File: src/rtl/rv_pkg.sv
// Shared RISC-V pipeline constants: datapath width, register address width, write-back select codes.
package rv_pkg;
    localparam int XLEN   = 32;
    localparam int REG_AW = 5;

    localparam logic [1:0] WB_SEL_ALU  = 2'b00;
    localparam logic [1:0] WB_SEL_WORD = 2'b01;
    localparam logic [1:0] WB_SEL_HALF = 2'b10;
    localparam logic [1:0] WB_SEL_BYTE = 2'b11;
endpackage

File: src/rtl/regfile_wb_if.sv
// MA/WB write-back bus plus the two decode read ports of the register file.
interface regfile_wb_if;
    import rv_pkg::*;

    logic [XLEN-1:0]   data_in;
    logic [XLEN-1:0]   busc_in;
    logic              write_ena_in;
    logic [REG_AW-1:0] rd_in;
    logic [1:0]        wrn_in;
    logic [REG_AW-1:0] rs1_addr;
    logic [REG_AW-1:0] rs2_addr;
    logic [XLEN-1:0]   rs1_data;
    logic [XLEN-1:0]   rs2_data;

    modport master (
        output data_in, busc_in, write_ena_in, rd_in, wrn_in, rs1_addr, rs2_addr,
        input  rs1_data, rs2_data
    );

    modport slave (
        input  data_in, busc_in, write_ena_in, rd_in, wrn_in, rs1_addr, rs2_addr,
        output rs1_data, rs2_data
    );
endinterface

File: src/rtl/regfile_wb_select.sv
// Write-back value mux: ALU bus or load data, with half/byte sign extension.
// Purely combinational, zero latency; no flow control.
module regfile_wb_select
    import rv_pkg::*;
(
    input  logic [1:0]      wrn,
    input  logic [XLEN-1:0] data,
    input  logic [XLEN-1:0] busc,
    output logic [XLEN-1:0] value
);

    always_comb begin
        value = busc;
        unique case (wrn)
            WB_SEL_ALU:  value = busc;
            WB_SEL_WORD: value = data;
            WB_SEL_HALF: value = {{(XLEN-16){data[15]}}, data[15:0]};
            WB_SEL_BYTE: value = {{(XLEN-8){data[7]}}, data[7:0]};
            default:     value = busc;
        endcase
    end

endmodule

File: src/rtl/regfile_wb.sv
// 32x32 register file commit stage with bypassed combinational reads and a retire counter.
// Commit on the rising edge, reads zero-latency; always accepts, no backpressure.
module regfile_wb
    import rv_pkg::*;
#(
    parameter int NREGS = 32
) (
    input  logic            clk,
    input  logic            rst_n,
    regfile_wb_if.slave     bus,
    output logic [XLEN-1:0] wb_value,
    output logic [XLEN-1:0] wb_count
);

    logic [XLEN-1:0] regs_q [NREGS];
    logic [XLEN-1:0] cnt_q;
    logic            commit;

    regfile_wb_select u_select (
        .wrn   (bus.wrn_in),
        .data  (bus.data_in),
        .busc  (bus.busc_in),
        .value (wb_value)
    );

    assign commit = bus.write_ena_in && (bus.rd_in != '0);

    // Entry 0 is reset and never written, so it always reads back as zero.
    always_ff @(posedge clk or negedge rst_n) begin
        if (!rst_n) begin
            for (int i = 0; i < NREGS; i++) begin
                regs_q[i] <= '0;
            end
        end else if (commit) begin
            regs_q[bus.rd_in] <= wb_value;
        end
    end

    always_ff @(posedge clk or negedge rst_n) begin
        if (!rst_n) begin
            cnt_q <= '0;
        end else if (commit) begin
            cnt_q <= cnt_q + 1'b1;
        end
    end

    assign wb_count = cnt_q;

    // Bypass is gated by rst_n so both ports read zero while reset is held.
    always_comb begin
        bus.rs1_data = '0;
        if (bus.rs1_addr != '0) begin
            if (rst_n && bus.write_ena_in && (bus.rd_in == bus.rs1_addr)) begin
                bus.rs1_data = wb_value;
            end else begin
                bus.rs1_data = regs_q[bus.rs1_addr];
            end
        end
    end

    always_comb begin
        bus.rs2_data = '0;
        if (bus.rs2_addr != '0) begin
            if (rst_n && bus.write_ena_in && (bus.rd_in == bus.rs2_addr)) begin
                bus.rs2_data = wb_value;
            end else begin
                bus.rs2_data = regs_q[bus.rs2_addr];
            end
        end
    end

endmodule

File: src/flat_wrapper.sv
// flat-port wrapper written by rule: the top's interface ports become plain ports
module regfile_wb_flat import rv_pkg::*;
#(
    parameter int NREGS = 32
)
  (clk, rst_n, wb_value, wb_count, bus_data_in, bus_busc_in, bus_write_ena_in, bus_rd_in, bus_wrn_in, bus_rs1_addr, bus_rs2_addr, bus_rs1_data, bus_rs2_data);
  regfile_wb_if bus_i ();
  input  logic clk;
  input  logic rst_n;
  output logic [XLEN-1:0] wb_value;
  output logic [XLEN-1:0] wb_count;
  input wire logic [$bits(bus_i.data_in)-1:0] bus_data_in;
  input wire logic [$bits(bus_i.busc_in)-1:0] bus_busc_in;
  input wire logic [$bits(bus_i.write_ena_in)-1:0] bus_write_ena_in;
  input wire logic [$bits(bus_i.rd_in)-1:0] bus_rd_in;
  input wire logic [$bits(bus_i.wrn_in)-1:0] bus_wrn_in;
  input wire logic [$bits(bus_i.rs1_addr)-1:0] bus_rs1_addr;
  input wire logic [$bits(bus_i.rs2_addr)-1:0] bus_rs2_addr;
  output wire logic [$bits(bus_i.rs1_data)-1:0] bus_rs1_data;
  output wire logic [$bits(bus_i.rs2_data)-1:0] bus_rs2_data;
  assign bus_i.data_in = bus_data_in;
  assign bus_i.busc_in = bus_busc_in;
  assign bus_i.write_ena_in = bus_write_ena_in;
  assign bus_i.rd_in = bus_rd_in;
  assign bus_i.wrn_in = bus_wrn_in;
  assign bus_i.rs1_addr = bus_rs1_addr;
  assign bus_i.rs2_addr = bus_rs2_addr;
  assign bus_rs1_data = bus_i.rs1_data;
  assign bus_rs2_data = bus_i.rs2_data;
  regfile_wb #(.NREGS(NREGS)) u_core (.clk(clk), .rst_n(rst_n), .bus(bus_i), .wb_value(wb_value), .wb_count(wb_count));
endmodule
File: config.mk
export PLATFORM = sky130hd
export DESIGN_NAME = regfile_wb_flat
export DESIGN_NICKNAME = d
export VERILOG_FILES = /design/src/rtl/rv_pkg.sv /design/src/rtl/regfile_wb_if.sv /design/src/rtl/regfile_wb_select.sv /design/src/rtl/regfile_wb.sv /design/src/flat_wrapper.sv
export SDC_FILE = /design/constraint.sdc
export NUM_CORES = 2
export LEC_CHECK = 0
export CAP_MARGIN = 10
export CORE_MARGIN = 2
export CORE_UTILIZATION = 25
export CTS_BUF_LIST = sky130_fd_sc_hd__clkbuf_8
export DETAILED_ROUTE_END_ITERATION = 7
export GPL_TIMING_DRIVEN = 0
export PLACE_DENSITY_LB_ADDON = 0.05
export RECOVER_POWER = 50
export SLEW_MARGIN = 20
export SYNTH_ARGS = -nofsm -noshare
export SYNTH_HDL_FRONTEND = slang
export SYNTH_HIERARCHICAL = 1
export SYNTH_SLANG_ARGS = --single-unit
File: constraint.sdc
create_clock -name clk -period 7.9 [get_ports clk]
set_input_delay 2.37 -clock clk [delete_from_list [all_inputs] [get_ports clk]]
set_output_delay 2.37 -clock clk [all_outputs]
set_load 0.02 [all_outputs]
==> summary.txt <==
STA
  • Final WS setup: -69.9 ps
  • Minimum clock period after layout: 7970 ps
  • Final setup violating endpoints: 8
  • Clock Skews: 15.6 ps
  • Setup repair after global routing missed its margin: no
  • Peak clock frequency supported by timing: 125 MHz
  • Slew at the pin closest to its max-slew limit: 4240 ps
  • Count of pins over their slew limit: 624
  • Slew HR: -182%
  • Number of endpoints with negative hold slack in the final report: 0
  • Fin crit share: 101%
  • Setup TNS: -283 ps

Run
  • Number of maximum-capacitance violations: 8

Synth
  • Post-Syn Area: 57500 um2
  • Most used DFF post-synth: dfrtp_1
  • Number of storage elements in the synthesis netlist: 1056
  • Mean instance size in the synthesized netlist: 14.6 um2
  • Net count after synthesis: 4007
  • Fraction of registers with async set or reset after synthesis: 100%
  • Sequential cell area fraction in the yosys report: 46.0%
  • Post-synth EDFFs: 0
  • Distinct cell type count after synthesis: 63
  • Number of instances in the synthesized netlist: 3922
  • Yosys warns: 6

Routing
  • Drt total wl: 340000 um
  • Detailed-route DRC error count: 0
  • Initial DRC Count: 4599
  • Iteration count of the initial detailed-routing pass: 7
  • Post-detailed-route count of antenna-violating nets: 0
  • Number of vias after detailed routing: 42695
  • Routed vias/inst: 5.61
  • Post-DR wirelength/cell: 44.7 um

Place
  • Number of buffer cells added on primary ports: 201
  • Pre-CTS setup slack: -2610 ps
  • Hpwl dp: 241000 um
  • Weighted congestion reported at the end of routability-driven placement: 0.922
  • Placed Cells: 7188

Setup path
  • Crit. End Element: output port
  • Worst Path Class, Setup: input port to output port
  • WP data required: 5530 ps
  • Worst-path maximum fanout: 10
  • Crit path launch type: input port
  • Data arrival time of the critical path: 5600 ps

Global routing
  • Vias in the first global route: 42471
  • Wire length of the first global-routing pass: 440000 um
  • Pin count of the biggest net entering global routing: 126
  • Global router's overall resource usage: 28.6%
  • Global route total overflow: 0
  • Antenna violations before repair: 43

Clock tree
  • Maximum buffer depth of the clock tree: 3
  • H-Tree Depth: 4
  • Clk_lat worst skew: 1000 ps
  • CTS tree: yes
  • Clock Pin Slew Worst Setup and Hold Paths: 60 ps
  • Number of sinks on the clock net: 1056
  • Number of hold-repair buffers added at the cts stage: 0
  • Number of buffers inserted during clock tree synthesis: 210
  • Root cell of the clock tree: clkbuf_8

Die
  • Initial core utilization: 25.2%
  • Overall die area: 234000 um2
  • Core Rows: 175
  • Horizontal extent of the die: 483 um
  • Area inside the core boundary: 228000 um2
  • Number of top-level pins: 212
  • Die Height: 483 um

Finish
  • Non-filler cells, final: 7604
  • Layout Utilization: 31.0%
  • Share of post-route cells with drive strength above 1: 47.7%
  • FILL cells: 22770
  • Area occupied by registers: 26400 um2
  • Area used by multi-input combinational logic: 29800 um2
  • Number of nets in the final layout: 4499
  • Synthesis-to-finish area growth: 23.0%

Power
  • Static power due to leakage: 29.9 nW
  • Worst vdd ir: 162 uV
  • Power per Cell Area: 257 nW/um2
  • Total power of the final layout: 18.2 mW

Outcome
  • Violated checks: max-capacitance violations, max-slew violations, negative setup slack
  • Result of the run: finished, violations left

Hold path
  • Type of the tightest min-delay check: flip-flop to flip-flop
[cell type report]
class                           instances  area share, %
Clock inverter                        110          0.783
Multi-Input combinational cell       2418           42.2
Inverter                               14         0.0868
Sequential cell                      1056           37.4
Antenna cell                           28         0.0992
Timing Repair Buffer                  281           4.74
Tap cell                             3009           5.33
Buffer                                433           4.44
Clock buffer                          255           4.97
[Yosys cell counts, drive strengths merged, types with 9 or more instances]
cell type	count	share of area [%]
mux2	939	18
dfrtp	1056	46
mux4	494	19
nand2	122	0.80
nor3	21	0.19
a211oi	73	0.95
xnor2	34	0.52
and3	10	0.11
o21ai	89	0.78
nor2b	62	0.68
a22oi	10	0.13
nor2	49	0.32
o22ai	24	0.26
a221oi	50	0.78
clkbuf	275	1.8
a2111oi	9	0.14
a221o	54	0.94
inv	13	0.085
nand3	22	0.19
mux2i	228	4.0
buf	159	1.9
a21oi	16	0.14
a211o	13	0.20
[flip-flops by register name, indices dropped and copies added (netlist names)]
signal	cells
u_core/regs_q	1024
u_core/wb_count	32
[stage by stage]
stage / area [um2] / hold WS (ps)
4_1_cts: 70700 / 476
6_report: 70700 / 477
3_3_place_gp: 63200 / 453
3_5_place_dp: 64800 / 466
5_1_grt: 70600 / 495
2_1_floorplan: 57500 / 441
[critical path, stage by stage]
cell	delay, ps
clkdlybuf4s15_2	350
buf_12	240
buf_12	230
buf_8	250
buf_12	270
mux2i_4	530
a211oi_1	240
a221o_1	400
clkdlybuf4s50_1	580
[path summary, 6_finish.rpt]
| check | startpoint | end | slack [ps] | cells past startpoint |
|---|---|---|---|---|
| worst min-delay path | u_core/wb_count[31] | u_core/wb_count[31] | 480 | 1 |
| min in group asynchronous | rst_n | u_core/regs_q[772] | 1230 | 1 |
| max in group asynchronous | rst_n | u_core/regs_q[977] | 980 | 5 |
| worst min register to register | u_core/wb_count[31] | u_core/wb_count[31] | 480 | 1 |
| worst max-delay path | bus_rs1_addr[2] | bus_rs1_data[9] | -70 | 9 |
| worst max register to register | u_core/wb_count[0] | u_core/wb_count[20] | 5560 | 5 |
[what timing repair did]
action	in CTS	in global routing
endpoints found under the setup margin	64	30
resized for setup	401	34
setup buffers	9	9
gates cloned	6	0
pin swaps	14	3
[placed cells by master, fill, tap and decap left out, types with 16 or more instances in the layout]
master	n
buf_8	29
nor2b_1	61
a221oi_1	28
buf_4	50
inv_1	88
buf_16	32
clkbuf_8	270
clkdlybuf4s50_1	160
mux2_2	939
nor2_1	45
xnor2_1	34
nor3_1	16
mux4_2	489
nand2_1	112
o21ai_0	84
mux2i_4	32
dfrtp_1	1056
buf_6	34
mux2i_1	190
buf_2	38
a221o_1	52
o22ai_1	17
clkbuf_2	76
a211oi_1	69
buf_12	38
clkbuf_4	26
clkinv_2	20
dlygate4sd2_1	26
a221oi_2	17
nand3_1	22
diode_2	28
clkbuf_1	174
[kinds of logic (layout without fill, tap and decap cells)]
kind of cell	count (synthesis)	count (layout)	share of synthesized area (%)
fa+ha+maj	1	1	0.0218
flops	1056	1056	46.0
xor+xnor	41	41	0.625
buf+inv	448	1093	3.75
mux	1661	1661	41.8
compound gates	383	383	4.96
simple gates	332	332	2.87
other cells	0	28	0
[routing by layer]
| layer | global-route usage, % | part of all wire [%] | vias up |
|---|---|---|---|
| met1 | 38.9 | 43 | 23778 |
| met5 | 0 | 0.0050 | - |
| met4 | 12.6 | 4.9 | 2 |
| li1 | - | - | 16275 |
| met2 | 43.9 | 45 | 2069 |
| met3 | 5.89 | 7.4 | 571 |
[where the power goes]
group          switching (mW)  internal (mW)  total [mW]
Combinational            2.62           2.45        5.07
Sequential              0.902           6.55        7.45
Clock                    2.73           2.93        5.66
Total                    6.25           11.9        18.2
Note: power is estimated with default switching activity, not from simulation.
